**src/rtl/bus_arbiter.sv**
```systemverilog
// bus_arbiter
//
// Shares the single system bus between the 6510 CPU, the video chip and an
// external DMA master (cartridge / REU port). Drives the CPU's RDY and AEC
// inputs. On any request RDY drops first, the arbiter waits BA_DELAY cycles
// so the CPU can finish any pending write cycles, and then AEC is removed and
// the bus is granted. One clk tick equals one bus (phi2) cycle.
//
// Parameters:
//   BA_DELAY       cycles RDY is low with AEC still high before a grant (1..15)
//   DMA_MAX_BURST  max consecutive DMA grant cycles before a forced one-cycle
//                  CPU yield; 0 = unlimited (0..255)
//
// Ports:
//   clk        in   bus-cycle clock; all state changes on the rising edge
//   reset      in   asynchronous, active-high reset
//   vic_req    in   video chip requests the bus (level, held while needed)
//   dma_req    in   external DMA requests the bus (level, held while needed)
//   rdy        out  to CPU RDY; 0 = CPU must halt on its next read cycle
//   aec        out  to CPU AEC; 1 = CPU owns the address/data bus
//   vic_grant  out  video chip owns the bus this cycle
//   dma_grant  out  DMA master owns the bus this cycle
//
// All outputs are registered and decoded from the next state, so they always
// match the state register and at most one of {aec, vic_grant, dma_grant} is
// ever high.

module bus_arbiter #(
    parameter int unsigned BA_DELAY      = 3,
    parameter int unsigned DMA_MAX_BURST = 0
) (
    input  logic clk,
    input  logic reset,
    input  logic vic_req,
    input  logic dma_req,
    output logic rdy,
    output logic aec,
    output logic vic_grant,
    output logic dma_grant
);

    localparam logic [3:0] BaDelay  = 4'(BA_DELAY);
    localparam logic [7:0] MaxBurst = 8'(DMA_MAX_BURST);
    localparam bit         BurstLim = (DMA_MAX_BURST != 0);

    typedef enum logic [2:0] {
        StCpu   = 3'd0,
        StWarn  = 3'd1,
        StVic   = 3'd2,
        StDma   = 3'd3,
        StYield = 3'd4
    } state_e;

    state_e     state_q, state_d;
    logic [3:0] wcnt_q, wcnt_d;
    logic [7:0] bcnt_q, bcnt_d;

    logic rdy_d;
    logic aec_d;
    logic vic_grant_d;
    logic dma_grant_d;

    logic any_req;
    assign any_req = vic_req | dma_req;

    // Next-state logic. Video always wins over DMA; DMA never preempts video.
    always_comb begin
        state_d = state_q;
        wcnt_d  = wcnt_q;
        bcnt_d  = bcnt_q;

        unique case (state_q)
            StCpu: begin
                if (any_req) begin
                    state_d = StWarn;
                    wcnt_d  = 4'd1;
                end
            end

            StWarn: begin
                // The warning phase always runs to completion, even if the
                // request is withdrawn part way through.
                if (wcnt_q < BaDelay) begin
                    wcnt_d = wcnt_q + 4'd1;
                end else if (vic_req) begin
                    state_d = StVic;
                end else if (dma_req) begin
                    state_d = StDma;
                end else begin
                    state_d = StCpu;
                    bcnt_d  = 8'd0;
                end
            end

            StVic: begin
                if (vic_req) begin
                    state_d = StVic;
                end else if (dma_req) begin
                    // CPU is already off the bus, so hand over directly.
                    state_d = StDma;
                end else begin
                    state_d = StCpu;
                    bcnt_d  = 8'd0;
                end
            end

            StDma: begin
                if (vic_req) begin
                    // DMA is paused; its burst count survives the pause.
                    state_d = StVic;
                end else if (!dma_req) begin
                    state_d = StCpu;
                    bcnt_d  = 8'd0;
                end else if (BurstLim && ((bcnt_q + 8'd1) == MaxBurst)) begin
                    state_d = StYield;
                    bcnt_d  = 8'd0;
                end else if (BurstLim) begin
                    bcnt_d = bcnt_q + 8'd1;
                end
            end

            StYield: begin
                bcnt_d = 8'd0;
                if (any_req) begin
                    state_d = StWarn;
                    wcnt_d  = 4'd1;
                end else begin
                    state_d = StCpu;
                end
            end

            default: begin
                state_d = StCpu;
                wcnt_d  = 4'd0;
                bcnt_d  = 8'd0;
            end
        endcase
    end

    // Output decode of the next state; registered below so outputs change on
    // the same edge as the state.
    always_comb begin
        rdy_d       = 1'b1;
        aec_d       = 1'b1;
        vic_grant_d = 1'b0;
        dma_grant_d = 1'b0;

        unique case (state_d)
            StCpu, StYield: begin
                rdy_d = 1'b1;
                aec_d = 1'b1;
            end
            StWarn: begin
                rdy_d = 1'b0;
                aec_d = 1'b1;
            end
            StVic: begin
                rdy_d       = 1'b0;
                aec_d       = 1'b0;
                vic_grant_d = 1'b1;
            end
            StDma: begin
                rdy_d       = 1'b0;
                aec_d       = 1'b0;
                dma_grant_d = 1'b1;
            end
            default: begin
                rdy_d = 1'b1;
                aec_d = 1'b1;
            end
        endcase
    end

    always_ff @(posedge clk or posedge reset) begin
        if (reset) begin
            state_q   <= StCpu;
            wcnt_q    <= 4'd0;
            bcnt_q    <= 8'd0;
            rdy       <= 1'b1;
            aec       <= 1'b1;
            vic_grant <= 1'b0;
            dma_grant <= 1'b0;
        end else begin
            state_q   <= state_d;
            wcnt_q    <= wcnt_d;
            bcnt_q    <= bcnt_d;
            rdy       <= rdy_d;
            aec       <= aec_d;
            vic_grant <= vic_grant_d;
            dma_grant <= dma_grant_d;
        end
    end

endmodule
```
**config.mk**
```make
export PLATFORM = sky130hd
export DESIGN_NAME = bus_arbiter
export DESIGN_NICKNAME = d
export VERILOG_FILES = /design/src/rtl/bus_arbiter.sv
export SDC_FILE = /design/constraint.sdc
export NUM_CORES = 1
export LEC_CHECK = 0
export CORE_UTILIZATION = 25
export CTS_BUF_LIST = sky130_fd_sc_hd__clkbuf_4
export DETAILED_ROUTE_END_ITERATION = 12
export GPL_TIMING_DRIVEN = 0
export HOLD_SLACK_MARGIN = 0.03
export PLACE_DENSITY = 0.5
export SETUP_SLACK_MARGIN = 0.3
export SYNTH_ARGS = -nofsm -noshare
export SYNTH_HDL_FRONTEND = slang
export SYNTH_SLANG_ARGS = --single-unit
export TNS_END_PERCENT = 20
```
**constraint.sdc**
```tcl
create_clock -name clk -period 1.6 [get_ports clk]
set_clock_uncertainty 0.05 [all_clocks]
set_input_delay 0.16 -clock clk [delete_from_list [all_inputs] [get_ports clk]]
set_output_delay 0.16 -clock clk [all_outputs]
set_load 0.01 [all_outputs]
```
---- Yosys cells after proc, flatten, opt, wreduce, memory -nomap -nowiden ----
Index checks and enable logic that the tools add are counted.
word-level totals
  bits in registers ....................... 11
  latch bits .............................. 0
  RAM bits ................................ 0
  memory bits (read-only) ................. 0
  output and inout port bits .............. 4
  word-level logic and storage cells ...... 40
  memories kept ........................... 0
cells by class
  $add $sub $neg .......................... 1
  multipliers ............................. 0
  divide/modulo/power cells ............... 0
  $lt $le $gt $ge ......................... 1
  equal/unequal tests ..................... 9
  shifts and indexed selects .............. 0
  mux-type cells .......................... 15
  bitwise gates (word level) .............. 2
  reduce and logical (&&, ||, !) cells .... 6
operators by type and width
  cell                   count
  $pmux W3 S5            1
  $eq A3 B2 Y1 const B   4
  $mux W3                4
  $pmux W4 S3            1
  $mux W4                2
  $eq A3 B1 Y1 const B   2
  $reduce_or A2 Y1       3
  $mux W1                5
  $add A4 B1 Y4 const B  1
  $lt A4 B2 Y1 const B   1
  $mux W2                2
  $eq A3 B3 Y1 const B   1
  $logic_not A3 Y1       1
  $reduce_and A3 Y1      1
  $reduce_or A3 Y1       1
  $ne A2 B1 Y1 const B   1
  $ne A2 B2 Y1 const B   1
  $not A1 Y1             1
  $or A1 B1 Y1           1

---- Depth between registers and ports, before layout ----
  word-level depth ........................ 7
  mapped depth ............................ 4
  mapped depth without buffers ............ 4

---- Worst setup path after synthesis ----
OpenSTA, ideal clock, no wires.
  kind .................................... reg-to-reg
  start ................................... register wcnt_q[0]
  end ..................................... register wcnt_q[0]
  setup time .............................. 76 ps
  arrival ................................. 1363 ps
  setup slack ............................. 110 ps
  stages on the path, launching flop included .. 5
  path buffers ............................ 0
  period minus slack after synthesis ...... 1490 ps
  cell sequence ........................... dfrtp_1 -> ha_1 -> or3_4 -> o32a_1 -> o21ai_1
on the way
  word-level cells in the longest chain between the ends .. 3
  elaborated cells on any way between the ends .. 6
  classes of those cells .................. add/sub: 1; order compare: 1; eq/ne: 1; mux: 2; reduce/logical: 1
ends and longest elaborated chain
  element                                                  RTL line  text
  from (decl)                                              55        logic [3:0] wcnt_q, wcnt_d;
  from (signal assigned)                                   185       wcnt_q <= wcnt_d;
  $add A4 B1 Y4 / $lt A4 B2 Y1 (equally long branches)     84, 83
  $mux W4 / $ne A2 B2 Y1 (equally long branches)           --
  $pmux W4 S3 / $reduce_and A3 Y1 (equally long branches)  --
Parallel ways exist; a longest one is shown, timed or not. The select of a mux whose other input is x is not followed.
A chain may end at the register's enable or synchronous reset.

---- Final worst setup path ----
Ends and elaborated chain as after synthesis.

==> impl_summary.txt <==
----------------------------------------------------
[Outcome]
  Outcome ... completed

[Logic synthesis]
  Synth Net Count ... 49
  Syn_area_per_cell ... 11.0 um2
  Synthesis-stage register bit count ... 11
  Sequential share of the synthesized area ... 57.2%
  Summed instance area of the synthesized netlist ... 485 um2
  Number of distinct standard cells referenced by the synthesized netlist ... 23
  Yosys warning count ... 0
  Cell count after synthesis ... 44

[Setup path]
  Arrival time of data at the critical path endpoint ... 1.64 ns
  Kind of critical path ... reg2reg
  Critical-path maximum fanout ... 4
  Endpoint kind of the worst setup timing path ... register
  CP Data Required Time ... 1.74 ns
  Crit start category ... register

[Placement]
  Hpwl dp ... 598 um
  Worst-case setup slack after placement ... 0.114 ns
  Number of port buffers ... 7
  GPL Wtd Cong ... 0.698
  Placed inst area ... 589 um2

[Final layout]
  Multi-input gate area ... 199 um2
  Final core occ ... 35.8%
  Layout cells sized above 1 ... 22.8%
  Signed area change from the synthesized netlist to the final layout ... 30.2%
  Nets@finish ... 63
  Area taken by flip-flops and latches ... 278 um2
  Non-Filler Cell Area, Final ... 632 um2
  Fill cells ... 201
  Antenna diode count ... 0

[Drt]
  Total DRC errors in the routed layout ... 0
  Final Routed Wirelength ... 884 um
  Vias ... 362
  Count of routing violations after the opening detailed-route iteration ... 7
  Post-DR wirelength/cell ... 10.8 um
  Mean number of vias per cell ... 4.41
  Number of nets with antenna violations after detailed routing ... 0
  DRT Pass-1 Iters ... 4

[STA]
  Number of hold-slack violations in the final timing report ... 0
  RSZ-0062 raised after global routing ... yes
  Count of endpoints failing setup in the final report ... 0
  Setup TNS ... 0 ns
  FMAX ... 669 MHz
  Worst setup slack after layout ... 0.105 ns
  Post-route clock period utilization ... 93.4%
  Final count of pins violating max slew ... 0
  Post-route minimum period ... 1.49 ns

[Min path]
  Worst min path class ... in2async

[Clocking]
  Clock-pin slew on the worst setup and hold paths ... 0.07 ns
  Htree depth ... 1
  CTS tree ... built
  Clock root buffer ... sky130_fd_sc_hd__clkbuf_4
  Clk Latency, worst-skew pair ... 0.27 ns
  TritonCTS buffer count ... 3
  Maximum clock insertion buffer count ... 2
  Total number of clock tree sinks ... 11

[Global route]
  Number of global-route vias before repair ... 307
  Pin count of the biggest net entering global routing ... 12
  Number of antenna violations at the first check in global routing ... 0
  All-layer global routing usage ... 10.2%
  Overall overflow remaining after global route ... 0
  Global-route wire length before repair ... 1440 um

[Floorplan]
  Total number of placement rows ... 15
  Starting Density ... 27.5%
  Number of top-level pins ... 8
  Die width ... 46.1 um
  Die Ht ... 46.1 um
  Area of the core region ... 0.00176 mm2
  Area of the die ... 0.00212 mm2

[Run]
  Max-cap violations ... 0

[Power and ir drop]
  Leakage dissipation ... 0.272 nW
  Max VDD drop ... 0.000544 V
  Pwr/cell area ... 1380 mW/mm2

----------------------------------------------------
## Yosys cell counts
master                     instances  share of area, %
sky130_fd_sc_hd__o211ai_1          1               1.5
sky130_fd_sc_hd__o21ai_1           1               1.0
sky130_fd_sc_hd__o22ai_1           2               2.6
sky130_fd_sc_hd__o22a_1            1               1.8
sky130_fd_sc_hd__nor3_1            2               2.1
sky130_fd_sc_hd__ha_1              1               2.6
sky130_fd_sc_hd__and2_1            2               2.6
sky130_fd_sc_hd__nor2b_1           1               1.3
sky130_fd_sc_hd__dfrtp_1           9                46
sky130_fd_sc_hd__inv_1             3               2.3
sky130_fd_sc_hd__nand2b_1          2               2.6
sky130_fd_sc_hd__nor4_1            1               1.3
sky130_fd_sc_hd__or3_4             1               2.3
sky130_fd_sc_hd__o32a_1            1               2.1
sky130_fd_sc_hd__o22a_2            1               2.1
sky130_fd_sc_hd__dfstp_2           2                11
sky130_fd_sc_hd__o21bai_1          1               1.5
sky130_fd_sc_hd__a31oi_1           2               2.6
sky130_fd_sc_hd__o31a_2            1               2.1
sky130_fd_sc_hd__o21ai_0           3               3.1
sky130_fd_sc_hd__and2_2            1               1.5
sky130_fd_sc_hd__conb_1            1              0.77
sky130_fd_sc_hd__nor2_1            4               3.1
## final timing paths
kind / from / endpoint / slack [ns] / cells after the start
worst max-delay path: wcnt_q[0]$_DFFE_PP0P_ / wcnt_q[0]$_DFFE_PP0P_ / 0.11 / 4
worst min-delay path: reset / wcnt_q[1]$_DFFE_PP0P_ / 0.13 / 2
worst max register to register: wcnt_q[0]$_DFFE_PP0P_ / wcnt_q[0]$_DFFE_PP0P_ / 0.11 / 4
worst min register to register: wcnt_q[2]$_DFFE_PP0P_ / wcnt_q[2]$_DFFE_PP0P_ / 0.50 / 1
max in group asynchronous: reset / rdy$_DFF_PP1_ / 1.03 / 2
min in group clk: vic_req / aec$_DFF_PP1_ / 0.49 / 2
## registers in the layout, indices dropped and copies added (netlist names)
register	cells
vic_grant	1
wcnt_q	4
state_q	3
aec	1
dma_grant	1
rdy	1
## power breakdown
group	internal (mW)	switching (mW)
sequential	0.343	0.0557
combinational	0.153	0.113
clock	0.114	0.0919
## layer usage
metal	share of wire, %	GRT usage, %	vias up
met2	44	13.2	10
met4	0	3.53	0
met1	50	13.3	170
met5	0	0	-
li1	-	-	182
met3	6.1	7.06	0
## critical path, stage by stage, from the launching register on
cell and delay (ns):
sky130_fd_sc_hd__dfrtp_1 0.41, sky130_fd_sc_hd__ha_2 0.21, sky130_fd_sc_hd__or3_4 0.35, sky130_fd_sc_hd__o32a_1 0.29
sky130_fd_sc_hd__o21ai_1 0.12
## layout make-up
cell class	count	area share, %
Inverter	3	1.78
Multi-Input combinational cell	30	31.5
Tap cell	25	4.95
Sequential cell	11	44.0
Clock buffer	4	4.75
Timing Repair Buffer	9	13.1
## cell families (layout without fill, tap and decap cells)
group / after synthesis / in the layout / synth area share, %
other: 1 / 1 / 0.772
adder cells (fa/ha/maj): 1 / 1 / 2.58
AND/OR/NAND/NOR: 14 / 14 / 16.8
buffers and inverters: 3 / 16 / 2.32
AO/OA/AOI/OAI: 14 / 14 / 20.4
flip-flops: 11 / 11 / 57.2
## timing repair
item	4_1_cts	5_1_grt
setup endpoints to repair	10	11
pin swaps	0	2
hold buffers	0	0
gates resized for setup	2	0
setup buffers	0	2
## cell usage in the layout, fill, tap and decap left out, types with 2 or more instances in the layout
cell / instances
sky130_fd_sc_hd__buf_4: 2
sky130_fd_sc_hd__o22ai_1: 2
sky130_fd_sc_hd__o21ai_0: 3
sky130_fd_sc_hd__nor2_1: 4
sky130_fd_sc_hd__and2_1: 2
sky130_fd_sc_hd__clkbuf_4: 4
sky130_fd_sc_hd__dlygate4sd2_1: 2
sky130_fd_sc_hd__a31oi_1: 2
sky130_fd_sc_hd__dfrtp_1: 9
sky130_fd_sc_hd__nor3_1: 2
sky130_fd_sc_hd__inv_1: 3
sky130_fd_sc_hd__dfstp_2: 2
sky130_fd_sc_hd__clkdlybuf4s50_1: 5
sky130_fd_sc_hd__nand2b_1: 2
## stage by stage
stage | std cells | hold slack (ns) | power [mW]
final | 82 | 0.134 | 0.870
after global routing | 82 | 0.171 | 0.933
after CTS | 80 | 0.149 | 0.840
after detailed placement | 76 | 0.436 | 0.642
after global placement | 76 | 0.439 | 0.643
after floorplan | 44 | -0.0390 | 0.561
Note: power is estimated with default switching activity, not from simulation.
